## src/rtl/rot_pkg.sv

```systemverilog
// Shared types for the rotate-command queue.
// One FIFO entry holds a complete rotate command.
package rot_pkg;

    localparam int ROT_W   = 16;
    localparam int SHIFT_W = 4;

    typedef struct packed {
        logic               lr;
        logic [SHIFT_W-1:0] shift;
        logic [ROT_W-1:0]   data;
    } rot_cmd_t;

endpackage

```

## src/rtl/rot_cmd_queue_if.sv

```systemverilog
// Command-in / result-out handshake bundle for rot_cmd_queue.
// The master is the producer/consumer side, the slave is the queue.
interface rot_cmd_queue_if #(
    parameter int LVL_W = 3
);

    logic                              in_valid;
    logic                              in_ready;
    logic [rot_pkg::ROT_W-1:0]         in_data;
    logic [rot_pkg::SHIFT_W-1:0]       in_shift;
    logic                              in_lr;
    logic                              out_valid;
    logic                              out_ready;
    logic [rot_pkg::ROT_W-1:0]         out_data;
    logic [LVL_W-1:0]                  level;

    modport master (
        output in_valid, in_data, in_shift, in_lr, out_ready,
        input  in_ready, out_valid, out_data, level
    );

    modport slave (
        input  in_valid, in_data, in_shift, in_lr, out_ready,
        output in_ready, out_valid, out_data, level
    );

endinterface

```

## src/rtl/rotator.sv

```systemverilog
// Combinational 16-bit barrel rotator.
// lr=1 rotates right, lr=0 rotates left, by shift positions.
module rotator (
    input  logic [3:0]  shift,
    input  logic        lr,
    input  logic [15:0] in,
    output logic [15:0] out
);

    // 4-bit index arithmetic wraps modulo 16, which is the rotation
    always_comb begin
        out = '0;
        for (int i = 0; i < 16; i++) begin
            if (lr) begin
                out[i] = in[4'(i) + shift];
            end else begin
                out[i] = in[4'(i) - shift];
            end
        end
    end

endmodule

```

## src/rtl/rot_cmd_queue.sv

```systemverilog
// Buffered rotate-command front end: FIFO, rotator, registered output.
// Capacity is DEPTH queued commands plus one held result.
module rot_cmd_queue
    import rot_pkg::*;
#(
    parameter int DEPTH = 4,
    parameter int LVL_W = 3
) (
    input logic       clk,
    input logic       reset,
    rot_cmd_queue_if.slave bus
);

    localparam int PTR_W = $clog2(DEPTH);

    rot_cmd_t             mem [DEPTH];
    rot_cmd_t             head;
    logic [PTR_W-1:0]     wr_ptr;
    logic [PTR_W-1:0]     rd_ptr;
    logic [LVL_W-1:0]     level;
    logic                 in_ready;
    logic                 out_valid;
    logic [ROT_W-1:0]     out_data;
    logic [ROT_W-1:0]     rot_out;
    logic                 push;
    logic                 load;

    assign in_ready = (level != LVL_W'(DEPTH));
    assign push     = bus.in_valid & in_ready;
    assign load     = (level != '0) & (~out_valid | bus.out_ready);
    assign head     = mem[rd_ptr];

    assign bus.in_ready  = in_ready;
    assign bus.out_valid = out_valid;
    assign bus.out_data  = out_data;
    assign bus.level     = level;

    rotator u_rot (
        .shift (head.shift),
        .lr    (head.lr),
        .in    (head.data),
        .out   (rot_out)
    );

    // Storage needs no reset; only pointers and level define contents
    always_ff @(posedge clk) begin
        if (push) begin
            mem[wr_ptr] <= '{
                lr:    bus.in_lr,
                shift: bus.in_shift,
                data:  bus.in_data
            };
        end
    end

    always_ff @(posedge clk or posedge reset) begin
        if (reset) begin
            wr_ptr <= '0;
            rd_ptr <= '0;
            level  <= '0;
        end else begin
            if (push) begin
                wr_ptr <= wr_ptr + PTR_W'(1);
            end
            if (load) begin
                rd_ptr <= rd_ptr + PTR_W'(1);
            end
            unique case ({push, load})
                2'b10:   level <= level + LVL_W'(1);
                2'b01:   level <= level - LVL_W'(1);
                default: level <= level;
            endcase
        end
    end

    always_ff @(posedge clk or posedge reset) begin
        if (reset) begin
            out_valid <= 1'b0;
            out_data  <= '0;
        end else if (load) begin
            out_valid <= 1'b1;
            out_data  <= rot_out;
        end else if (bus.out_ready) begin
            out_valid <= 1'b0;
        end
    end

endmodule
```

## src/flat_wrapper.sv

```systemverilog
// flat-port wrapper written by rule: the top's interface ports become plain ports
module rot_cmd_queue_flat import rot_pkg::*;
#(
    parameter int DEPTH = 4,
    parameter int LVL_W = 3
)
  (clk, reset, bus_in_valid, bus_in_data, bus_in_shift, bus_in_lr, bus_out_ready, bus_in_ready, bus_out_valid, bus_out_data, bus_level);
  rot_cmd_queue_if #(.LVL_W(LVL_W)) bus_i ();
  input logic clk;
  input logic reset;
  input wire logic [$bits(bus_i.in_valid)-1:0] bus_in_valid;
  input wire logic [$bits(bus_i.in_data)-1:0] bus_in_data;
  input wire logic [$bits(bus_i.in_shift)-1:0] bus_in_shift;
  input wire logic [$bits(bus_i.in_lr)-1:0] bus_in_lr;
  input wire logic [$bits(bus_i.out_ready)-1:0] bus_out_ready;
  output wire logic [$bits(bus_i.in_ready)-1:0] bus_in_ready;
  output wire logic [$bits(bus_i.out_valid)-1:0] bus_out_valid;
  output wire logic [$bits(bus_i.out_data)-1:0] bus_out_data;
  output wire logic [$bits(bus_i.level)-1:0] bus_level;
  assign bus_i.in_valid = bus_in_valid;
  assign bus_i.in_data = bus_in_data;
  assign bus_i.in_shift = bus_in_shift;
  assign bus_i.in_lr = bus_in_lr;
  assign bus_i.out_ready = bus_out_ready;
  assign bus_in_ready = bus_i.in_ready;
  assign bus_out_valid = bus_i.out_valid;
  assign bus_out_data = bus_i.out_data;
  assign bus_level = bus_i.level;
  rot_cmd_queue #(.DEPTH(DEPTH), .LVL_W(LVL_W)) u_core (.clk(clk), .reset(reset), .bus(bus_i));
endmodule
```

## config.mk

```make
export PLATFORM = sky130hd
export DESIGN_NAME = rot_cmd_queue_flat
export DESIGN_NICKNAME = d
export VERILOG_FILES = /design/src/rtl/rot_pkg.sv /design/src/rtl/rot_cmd_queue_if.sv /design/src/rtl/rotator.sv /design/src/rtl/rot_cmd_queue.sv /design/src/flat_wrapper.sv
export SDC_FILE = /design/constraint.sdc
export NUM_CORES = 1
export LEC_CHECK = 0
export BUFFER_PORTS_ARGS = -buffer_cell sky130_fd_sc_hd__buf_4
export CORE_MARGIN = 2
export CORE_UTILIZATION = 55
export CTS_CLUSTER_SIZE = 16
export DETAILED_ROUTE_END_ITERATION = 8
export PLACE_DENSITY = 0.77
export RECOVER_POWER = 25
export REMOVE_ABC_BUFFERS = 1
export SETUP_SLACK_MARGIN = 0.5
export SYNTH_ARGS = -nofsm -noshare
export SYNTH_HDL_FRONTEND = slang
export SYNTH_SLANG_ARGS = --single-unit
```

## constraint.sdc

```tcl
create_clock -name clk -period 3.3 [get_ports clk]
set_clock_uncertainty 0.1 [all_clocks]
set_input_delay 0.165 -clock clk [delete_from_list [all_inputs] [get_ports clk]]
set_output_delay 0.165 -clock clk [all_outputs]
set_load 0.05 [all_outputs]
```

* After elaboration in Yosys (flattened, before gate mapping)
Memories as Yosys holds them, arrays and structs flattened.
Index checks and enable logic that the tools add are counted.
** Storage, ports and cells
- Flip-flop bits (word level) :: 24
- Memory bits (writable) :: 84
- Output and inout bits :: 21
- Logic and storage cells :: 168
- Memories :: 1
** Memory list
- u_core.mem :: depth 4, width 21, rd ports 1, clocked after Yosys merged registers in 0, wr ports 1, line rot_cmd_queue.sv:16 : rot_cmd_t mem [DEPTH];
** Cells by class
- $add $sub $neg :: 35
- $lt $le $gt $ge :: 32
- Equal/unequal tests :: 3
- Muxes and demuxes :: 85
- Bitwise gates (word level) :: 4
- Reduce and logical (&&, ||, !) cells :: 3
** Operator list (number)
- < comparator 4 x 5 -> 1 bit, second input constant :: 32
- binary-select mux 1 bit (select 4 bit) :: 32
- 2-to-1 mux 1 bit :: 52
- adder 4 bit, first input constant :: 8
- subtractor 4 bit, first input constant :: 8
- adder 3 x 4 -> 4 bit, first input constant :: 4
- subtractor 3 x 4 -> 4 bit, first input constant :: 4
- adder 2 x 4 -> 4 bit, first input constant :: 2
- subtractor 1 x 4 -> 4 bit, first input constant :: 2
- subtractor 2 x 4 -> 4 bit, first input constant :: 2
- one-hot mux 3 bit (2 select lines) :: 1
- adder 1 x 4 -> 4 bit, first input constant :: 1
- adder 2 x 1 -> 2 bit, second input constant :: 2
- nonzero test 2 bit :: 2
- adder 3 x 1 -> 3 bit, second input constant :: 1
- != test 3 bit, second input constant :: 1
- nonzero test 3 bit :: 1
- subtractor 3 x 1 -> 3 bit, second input constant :: 1
- AND 1 bit :: 2
- == test 2 x 1 -> 1 bit, second input constant :: 1
- == test 2 bit, second input constant :: 1
- inverter 1 bit :: 1
- OR 1 bit :: 1

* Longest topological paths before layout
Gate-level depths: netlist of the first run.
- Depth in word-level cells :: 5
- Mapped depth :: 12
- Gate-level depth less buffers :: 10

* Modules after synthesis
From an unflattened synthesis of the first run, not the netlist that was laid out.
** Second synthesis, totals
- Cells, all modules :: 438
- Area total of the unflattened synthesis :: 6351.1 um^2
** Modules (own cells, without submodules)
- rot_cmd_queue :: times used 1, cells an instance 182, area each 4092.7 um^2, sequential area each 3123.0 um^2
- rotator :: times used 1, cells an instance 256, area each 2258.4 um^2, sequential area each 0.0 um^2

* Least setup slack after synthesis of the first run
No wires, ideal clock.
- Path kind :: flip-flop to flip-flop
- Start :: reg u_core.rd_ptr[0]
- End :: reg u_core.out_data[14], in the netlist u_core.bus.out_data[14]
- Setup time :: 0.126 ns
- Arrival time :: 3.272 ns
- Required time :: 3.074 ns
- Path slack :: -0.198 ns
- Stages on the path, launching flop included :: 13
- Path buffers :: 5
- Path through :: dfrtp_1 -> buf_6 -> mux4_2 -> buf_2 -> buf_2 -> buf_2 -> buf_2 -> ha_1 -> xnor2_4 -> mux4_2 -> mux2i_1 -> nor2_1 -> a221o_1
** On the way
- Longest elaborated chain between the ends :: 5
** RTL lines
- start, declared :: line rot_cmd_queue.sv:19 : logic [PTR_W-1:0] rd_ptr;
- start signal, assigned :: line rot_cmd_queue.sv:66 : rd_ptr <= rd_ptr + PTR_W'(1);
- memory (4 x 21 bit) *
- subtractor 4 bit / adder 4 bit (equally long branches) :: line rotator.sv:17, rotator.sv:15
- binary-select mux 1 bit (select 4 bit) (on tied branches) :: line rotator.sv:17, rotator.sv:15
- 2-to-1 mux 1 bit (on tied branches) :: line rotator.sv:17, rotator.sv:15
- 2-to-1 mux 1 bit * :: line rotator.sv:14 : if (lr) begin
- end signal, assigned :: line rot_cmd_queue.sv:82 : out_data <= rot_out;
- end, declared :: line rot_cmd_queue.sv:23 : logic [ROT_W-1:0] out_data;
Mark *: on every way between the ends. The rest lies on a longest branch, timed or not. The select of a mux whose other input is x is not followed.
A chain may end at the register's enable or synchronous reset.

* Final worst setup path of the first run
- Start :: reg u_core.rd_ptr[0]
- End :: reg u_core.out_data[7], in the netlist u_core.bus.out_data[7]
** On the way
- Longest elaborated chain between the ends :: 5
** RTL lines (line)
- memory (4 x 21 bit) *
- subtractor 3 x 4 -> 4 bit / adder 3 x 4 -> 4 bit (equally long branches) :: rotator.sv:17, rotator.sv:15
- binary-select mux 1 bit (select 4 bit) (on tied branches) :: rotator.sv:17, rotator.sv:15
- 2-to-1 mux 1 bit (on tied branches) :: rotator.sv:17, rotator.sv:15
- 2-to-1 mux 1 bit * :: rotator.sv:14
Marked as above.

==> impl_results.md, run 1 <==
- Finish-stage setup viols: 0
- Initial Utilization: around 56%
- Detailed Route WL: ~13000 um
- Worst skew pair latency: 0.38 ns
- Vias in the first global route: 3859
- Largest cells by area after synthesis: edfxtp_1, mux4_2, dfrtp_1
- Fillers: ~730
- Count of final hold-check violations: 0
- Fin cells: slightly above 600
- H-tree depth: 3
- IO Pins: between 40 and 50
- Share of cells above drive strength 1: between 30% and 40%
- Outcome: completed
- DIE AREA: roughly 12000 sq um
- First-pass GRT wire length: 20400 um
- Worst Tran Pin Value: 0.934 ns
- Nets: about 510
- GRT Total Usage: a little under a quarter
- CP Data Arrival Time: 3.09 ns
- Ys Warns: 0
- Routed vias: 3760
- GR Overflow Total: 0
- Initial antenna violation count: 0
- CTS buffer count: 9
- Clock Path Buffers: 2
- Tmin final: between 2 and 3 ns
- Routed Antenna Nets: 0
- First-pass DRT Iterations: 5
- Mapped cell area: roughly 6000 sq um
- 1st-iter DRT viols: 305
- Via density: between 6 and 7
- Final Max Slew Viols: 0
- Dpl cells: around 560
- Top cell type's share of synthesized area: a little over two fifths
- Largest area contributor in the netlist: edfxtp_1
- CP max FO: 5
- Synth Instances: 373
- Tcrit/Tclk final: 89.2%
- Syn avg cell area: approximately 16 sq um
- Core Rows: 38
- Chip width: 108 um
- Max_slew headroom: 37.7%
- Area growth, synth to finish: 22.7%
- Number of diodes: 0
- Max cap viols: 0
- FF+latch count, synth: 108
- Crit Path Class: reg2reg
- Achievable frequency: 340 MHz
- Register area share after synthesis: between 50% and 60%
- RSZ-0062 raised after global routing: true
- RD Place Congestion: 0.993
- Yosys cell types: 40
- Clock sink count: 108
- Input/output buffers: 45
- Largest net degree at the start of global routing: 35
- Critical path data required time: 3.45 ns
- Final core utilization: 68.5%
- Hold Path Class: in2reg
- Die H: 108 um
- Root Buffer: clkbuf_8
- Startpoint types: register
- Core Region: between 10000 and 15000 sq um
- Critical Path End Type: register
- CTS clk-pin slew, worst paths: between 0.1 and 0.15 ns
- Avg WL per Cell: 21.6 um
- Reg area: 3130 sq um
- Multi-input gate area: 2780 sq um
- Hpwl dp: 8740 um
- Sum of negative setup slack: 0 ns
- CTS tree: yes
- DRC viols: 0
[registers in the layout, indices dropped and copies added (netlist names)]
| signal | flops |
|---|---|
| u_core.mem | 84 |
| u_core.bus.out_data | 16 |
| u_core.bus.level | 3 |
| u_core.rd_ptr | 2 |
| u_core.wr_ptr | 2 |
| u_core.bus.out_valid | 1 |
[path summary, 6_finish.rpt]
check	startpoint	endpoint	slack [ns]	cells after the start
min reg2reg	u_core.bus.out_data[4]	u_core.bus.out_data[4]	0.39	1
max	u_core.rd_ptr[0]	u_core.bus.out_data[7]	0.36	8
min in group asynchronous	reset	u_core.bus.out_data[8]	0.44	3
max in group asynchronous	reset	u_core.rd_ptr[0]	2.03	3
min	bus_in_valid	u_core.wr_ptr[0]	0.09	3
max reg2reg	u_core.rd_ptr[0]	u_core.bus.out_data[7]	0.36	8
[what timing repair did]
item	CTS	global route
endpoints found under the setup margin	16	16
setup buffers	10	8
hold buffers	23	0
endpoints found under the hold margin	109	0
pin swaps	5	5
cloned	2	1
gates resized for setup	40	11
[cell families (layout without fill, tap and decap cells)]
family / Yosys count / after routing / synth area share, %
AND/OR/NAND/NOR: 29 / 29 / 2.27
XOR/XNOR: 21 / 21 / 3.50
multiplexers: 122 / 122 / 31.4
adder cells (fa/ha/maj): 14 / 14 / 3.05
flip-flops: 108 / 108 / 52.1
AO/OA/AOI/OAI: 41 / 41 / 4.59
buffers and inverters: 38 / 140 / 3.15
[critical path, cell delays in order (launching register included)]
cell     delay, ns
dfrtp_2       0.43
mux4_2        0.64
buf_4         0.19
buf_12        0.12
mux2_4        0.31
mux4_2        0.51
mux2_4        0.29
a22oi_2       0.14
o21ai_1       0.08
[metal layers]
metal | routed length, um | track usage, %
met3 | 866 | 6.69
met1 | 5400 | 29.6
met2 | 6680 | 38.1
met4 | 361 | 10.1
met5 | 0 | 0
[cells in the mapped netlist]
master and number:
edfxtp_1 84, mux4_2 41, mux2i_1 35, mux2_2 27, dfrtp_1 24, inv_1 16, ha_1 13, xnor2_1 12
nand2_1 11, buf_2 9, mux2_4 8, o22ai_1 8, mux2_1 7, xor2_1 7, a22oi_1 6, nor2_1 6
o21ai_1 6, a21o_1 5, clkbuf_1 5, o21ai_0 5, a221o_1 4, and3_1 4, mux4_1 4, o211ai_1 4
buf_1 3, nand2b_1 3, a21oi_1 2, buf_6 2, and2_1 1, buf_12 1, buf_4 1, fa_1 1
inv_2 1, nand3_1 1, nor2b_1 1, nor3_1 1, o21bai_1 1, or2_2 1, xnor2_2 1, xnor2_4 1
[cell type report]
cell class / count / area share [%]
Inverter: 17 / 0.935
Tap cell: 140 / 2.38
Clock buffer: 9 / 1.68
Sequential cell: 108 / 42.5
Timing Repair Buffer: 107 / 12.8
Multi-Input combinational cell: 227 / 37.8
Clock inverter: 7 / 1.94
[stage by stage]
stage                     hold slack (ns)  worst slack [ns]  cell area, sq um
after floorplan                    0.0796            -0.681              5870
after global placement              0.263             0.234              6520
after detailed placement            0.268             0.158              6520
after CTS                          0.0813             0.437              7280
after global routing                0.116             0.249              7360
final                              0.0856             0.356              7360
[layout by cell type, fill, tap and decap left out, drive strengths merged]
| cell type | netlist | final |
|---|---|---|
| nand2 | 11 | 11 |
| o21ai | 11 | 11 |
| nand2b | 3 | 3 |
| clkinv | 0 | 2 |
| a21oi | 2 | 2 |
| and2 | 1 | 1 |
| nor2 | 6 | 6 |
| edfxtp | 84 | 84 |
| dfrtp | 24 | 24 |
| bufinv | 0 | 3 |
| xor2 | 7 | 7 |
| and3 | 4 | 4 |
| nand3 | 1 | 1 |
| buf | 16 | 67 |
| mux2 | 42 | 42 |
| or2 | 1 | 1 |
| ha | 13 | 13 |
| nor3 | 1 | 1 |
| fa | 1 | 1 |
| o21bai | 1 | 1 |
| dlygate4sd3 | 0 | 23 |
| a22oi | 6 | 6 |
| nor2b | 1 | 1 |
| clkbuf | 5 | 26 |
| xnor2 | 14 | 14 |
| inv | 17 | 19 |
| mux4 | 45 | 45 |
| a221o | 4 | 4 |
| o211ai | 4 | 4 |
| o22ai | 8 | 8 |
| a21o | 5 | 5 |
| mux2i | 35 | 35 |
Power of run 1 is left out: the tool's default activity adds up to more than one toggle a clock period on the data nets, which glitch-free logic cannot reach.
==> inputs of run 2 (changes only) <==
--- a/config.mk
+++ b/config.mk
@@ -6,6 +6,7 @@
 export NUM_CORES = 1
 export LEC_CHECK = 0
 export BUFFER_PORTS_ARGS = -buffer_cell sky130_fd_sc_hd__buf_4
+export CORE_ASPECT_RATIO = 1.4
 export CORE_MARGIN = 2
 export CORE_UTILIZATION = 55
 export CTS_CLUSTER_SIZE = 16
==> constraint.sdc (replaced) <==
create_clock -name clk -period 2.45 [get_ports clk]
set_clock_uncertainty 0.1 [all_clocks]
set_input_delay 0.1225 -clock clk [delete_from_list [all_inputs] [get_ports clk]]
set_output_delay 0.1225 -clock clk [all_outputs]
set_load 0.05 [all_outputs]
==> run 2 against run 1 <==
Compared with the run above:
- hold slack better by 0.029 ns
- cell count is 2.4% higher
- clock-buffer cell count up 1
- largest cell class unchanged
- critical path depth unchanged
- the flow now finishes with violations (setup timing)
- fmax rose by 4.4%
==> impl_results.md, run 2 (same netlist as run 1, synthesis figures left out) <==
- Achievable frequency: ~350 MHz
- Routed vias: around 3700
- Outcome: finished with violations
- Min Hold Slack: 0.115 ns
- Routed Antenna Nets: 0
- 1st-iter DRT viols: 159
- Root Buffer: clkbuf_16
- CP Data Arrival Time: around 3 ns
- Core Region: 10800 sq um
- Hold Path Depth: 4
- Worst skew pair latency: 0.35 ns
- RSZ-0062 raised after global routing: true
- Count of final hold-check violations: 0
- Chip width: 92.3 um
- First-pass DRT Iterations: 4
- Detailed Route WL: approximately 13000 um
- Startpoint types: register
- Via density: 5.94
- Initial antenna violation count: 0
- Hold path endpoint: u_core.wr_ptr[0]
- CTS buffer count: 9
- Violated checks: setup timing
- IO Pins: 46
- Share of cells above drive strength 1: 42.1%
- Critical path data required time: between 2 and 3 ns
- Fillers: 728
- GR Overflow Total: 0
- Input/output buffers: 45
- First-pass GRT wire length: about 20000 um
- Vias in the first global route: 3776
- CTS clk-pin slew, worst paths: 0.08 ns
- RD Place Congestion: 0.936
- Final WS setup: -0.370 ns
- Worst Tran Pin Value: around 0.35 ns
- Max cap viols: 0
- Flop2flop setup slack: -0.37 ns
- Final Max Slew Viols: 0
- Worst r2r dst: u_core.bus.out_data[2]
- Most flop-heavy register: u_core.mem
- Hold Path Class: in2reg
- Clock Path Buffers: 2
- Largest net degree at the start of global routing: 25
- Initial Utilization: 55.8%
- Max_slew headroom: 76.8%
- Nets: 523
- Clock sink count: 108
- Critical Path End Type: register
- GRT Total Usage: 23.2%
- R2r startpoint: u_core.rd_ptr[0]
- Crit Path Class: reg2reg
- Core Rows: 45
- CP max FO: 17
- Reg2Reg Depth: 8
- Number of diodes: 0
- Most common cell after layout, fill and taps aside: edfxtp_1
- DIE AREA: ~12000 sq um
- Pre-CTS setup slack: -0.550 ns
- Die H: 128 um
- Finish-stage setup viols: 16
- Largest regs: u_core.mem x84, u_core.bus.out_data x16, u_core.bus.level x3
- CTS tree: yes
- Avg WL per Cell: between 20 and 25 um
- DRC viols: 0
- Area growth, synth to finish: 23.3%
- Most frequent cells in the layout: edfxtp_1, buf_4, mux4_2
- Max FFs per register: 84
- Tmin final: ~2.8 ns
- Tcrit/Tclk final: 115%
- Hpwl dp: 9260 um
- H-tree depth: 3
- Hold Crit Start: bus_in_valid
-- run 2: changes by cell type in the layout (fill, tap and decap cells not counted), moves of 5 or more --
cell,change
inv_2,+7
mux2_4,-5
buf_4,+16
a22oi_2,-5
clkbuf_8,-9
clkbuf_16,+7
mux2_2,+5
buf_12,-5
inv_1,-6
a22oi_1,+5
-- run 2: per-stage QoR --
stage / std cells / TNS [ns] / cell area (sq um) / utilization (%)
after floorplan: 352 / -22.34 / 5870 / -
after global placement: 579 / -7.12 / 6700 / 62.3
after detailed placement: 579 / -7.94 / 6700 / 62.3
after CTS: 628 / -5.12 / 7410 / 68.9
after global routing: 630 / -6.85 / 7400 / 68.8
final: 630 / -5.07 / 7400 / 68.8
-- run 2: worst max path at each step --
stage | start | end | slack, ns | cells past startpoint
6_report | u_core.rd_ptr[0] | u_core.bus.out_data[2] | -0.37 | 8
5_1_grt | u_core.rd_ptr[0] | u_core.bus.out_data[6] | -0.47 | 8
4_1_cts | u_core.rd_ptr[0] | u_core.bus.out_data[2] | -0.38 | 8
3_5_place_dp | u_core.rd_ptr[0] | u_core.bus.out_data[2] | -0.55 | 7
3_3_place_gp | u_core.rd_ptr[0] | u_core.bus.out_data[2] | -0.49 | 7
2_1_floorplan | u_core.rd_ptr[0] | u_core.bus.out_data[10] | -1.53 | 7
-- run 2: what timing repair did --
action,4_1_cts,5_1_grt
cloned,1,0
setup endpoints to repair,18,18
pin swaps,9,8
resized for setup,38,8
endpoints found under the hold margin,109,0
buffers inserted,9,2
hold buffers,23,0
-- run 2: critical path, stage by stage, from the launching register on --
cell     delay [ns]
dfrtp_2        0.41
buf_12         0.13
mux4_2         0.56
buf_8          0.19
mux2_2         0.31
mux4_2         0.53
mux2i_1        0.17
nor2_1         0.06
a221o_1        0.25
-- run 2: layer usage --
metal | global-route usage, % | part of all wire, % | up-vias
li1 | - | - | 1692
met1 | 27.7 | 39 | 1931
met2 | 41.1 | 54 | 92
met3 | 3.13 | 3.2 | 28
met4 | 11.5 | 3.5 | 0
met5 | 0 | 0 | -
-- run 2: layout make-up --
class / instances / area (sq um) / share of cell area (%)
Clock inverter: 6 / 71.3 / 0.964
Tap cell: 141 / 176 / 2.39
Sequential cell: 108 / 3130 / 42.3
Multi-Input combinational cell: 227 / 2760 / 37.3
Timing Repair Buffer: 121 / 972 / 13.1
Clock buffer: 10 / 229 / 3.10
Inverter: 17 / 63.8 / 0.863
Power of run 2 is left out for the same reason.
==> inputs of run 3 (changes only) <==
--- a/config.mk
+++ b/config.mk
@@ -11,6 +11,7 @@
 export CORE_UTILIZATION = 55
 export CTS_CLUSTER_SIZE = 16
 export DETAILED_ROUTE_END_ITERATION = 8
+export MAX_ROUTING_LAYER = met4
 export PLACE_DENSITY = 0.77
 export RECOVER_POWER = 25
 export REMOVE_ABC_BUFFERS = 1
==> run 3 against run 2 <==
Compared with the run above:
- the flow still finishes with violations (setup timing)
- die area unchanged
- critical endpoint is now u_core.bus.out_data[6]
- non-clock buffer count increased by 7
- register-to-register slack got worse by 0.07 ns
- worst setup slack got worse by 0.072 ns
- routed wire length increased by 3.4%
- first-iteration DRC count increased by 12%
==> impl_results.md, run 3 (same netlist as run 1, synthesis figures left out) <==
- Violated checks: setup timing
- CTS tree: yes
- Pre-CTS setup slack: -0.523 ns
- Max FFs per register: 84
- DRC viols: 0
- Worst skew pair latency: ~0.35 ns
- Core Region: 10800 sq um
- GR Overflow Total: 0
- Avg WL per Cell: 21.1 um
- 1st-iter DRT viols: 178
- Count of final hold-check violations: 0
- Hold Path Class: in2reg
- Fin cells: roughly 640
- Detailed Route WL: 13400 um
- Initial Utilization: between 50% and 60%
- Largest regs: u_core.mem x84, u_core.bus.out_data x16, u_core.bus.level x3
- First-pass DRT Iterations: 4
- Via density: 5.89
- RSZ-0062 raised after global routing: true
- Crit Path Class: reg2reg
- RD Place Congestion: 0.933
- Finish-stage setup viols: 16
- Fillers: 714
- Routed vias: 3749
- Critical path data required time: 2.58 ns
- Most flop-heavy register: u_core.mem
- Multi-input gate area: 2810 sq um
- Initial antenna violation count: 0
- Worst Tran Pin Value: between 0.3 and 0.4 ns
- Die H: 128 um
- Routed Antenna Nets: 0
- Hpwl dp: 9470 um
- GRT Total Usage: 24.6%
- Vias in the first global route: between 3000 and 4000
- Critical Path End Type: register
- Achievable frequency: 346 MHz
- First-pass GRT wire length: 20700 um
- CTS buffer count: 9
- CP Data Arrival Time: around 3.0 ns
- IO Pins: 46
- Final Max Slew Viols: 0
- Nets: 530
- Max cap viols: 0
- Startpoint types: register
- Clock sink count: 108
- Min Hold Slack: 0.131 ns
- CP max FO: 7
- Clock Path Buffers: 2
- Input/output buffers: 45
- Most frequent cells in the layout: edfxtp_1, buf_4, mux4_2
- Largest net degree at the start of global routing: 25
- Max_slew headroom: ~74%
- Core Rows: 45
- Share of cells above drive strength 1: 43.4%
- Root Buffer: clkbuf_16
- Most common cell after layout, fill and taps aside: edfxtp_1
- DIE AREA: 11800 sq um
- Tcrit/Tclk final: 118%
- Number of diodes: 0
- CTS clk-pin slew, worst paths: 0.07 ns
- Final WS setup: -0.441 ns
- H-tree depth: 3
- Outcome: finished with violations
- Dpl cells: approximately 580
- Tmin final: between 2 and 3 ns
- Chip width: 92.3 um
- Reg area: 3120 sq um
- Area growth, synth to finish: 25.3%
[run 3: changes by cell type in the layout (fill, tap and decap cells not counted), sizes merged]
cell	change
clkinvlp	-1
buf	+8
clkinv	-1
inv	-1
bufinv	+1
[run 3: routing by layer]
layer  vias to the layer above  routed length [um]  track usage (%)
li1                       1711                   -                -
met1                      1945                5250             28.7
met2                        75                7490             43.6
met3                        18                 409             3.13
met4                         0                 238             8.87
met5                         -                   0                -
[run 3: what timing repair did]
| action | 4_1_cts | 5_1_grt |
|---|---|---|
| endpoints found under the hold margin | 109 | 0 |
| hold buffers | 23 | 0 |
| endpoints found under the setup margin | 18 | 17 |
| buffers inserted | 10 | 8 |
| pin swaps | 11 | 12 |
| gates cloned | 1 | 0 |
| gates resized for setup | 41 | 18 |
[run 3: area by class of cell]
class / count / share of cell area [%]
repair buffers: 128 / 13.7
inverters: 17 / 0.882
clock buffers: 11 / 3.10
multi-input cells: 227 / 37.4
clock inverters: 4 / 0.982
well taps: 141 / 2.35
flip-flops and latches: 108 / 41.6
[run 3: worst max-delay path: stages (launching register included)]
cell and delay (ns):
dfrtp_2 0.46, buf_6 0.12, mux4_2 0.59, buf_12 0.18
mux2_4 0.32, mux4_2 0.51, mux2i_1 0.17, nor2_1 0.06
a221o_1 0.27
[run 3: final timing paths]
check / from / endpoint / slack (ns) / cells after the start
worst max-delay path: u_core.rd_ptr[0] / u_core.bus.out_data[6] / -0.44 / 8
worst min-delay path: bus_in_valid / u_core.wr_ptr[0] / 0.13 / 4
worst max register to register: u_core.rd_ptr[0] / u_core.bus.out_data[6] / -0.44 / 8
worst min register to register: u_core.bus.out_data[0] / u_core.bus.out_data[0] / 0.38 / 1
max in group asynchronous: reset / u_core.rd_ptr[0] / 1.66 / 4
min in group asynchronous: reset / u_core.bus.out_data[12] / 0.30 / 4
[run 3: through the flow]
| stage | TNS, ns | util, % | instance area [sq um] |
|---|---|---|---|
| after floorplan | -22.34 | - | 5870 |
| after global placement | -6.85 | 62.4 | 6710 |
| after detailed placement | -7.65 | 62.4 | 6710 |
| after CTS | -6.05 | 69.4 | 7460 |
| after global routing | -8.01 | 69.9 | 7520 |
| final | -6.26 | 69.9 | 7520 |
Power of run 3 is left out for the same reason.
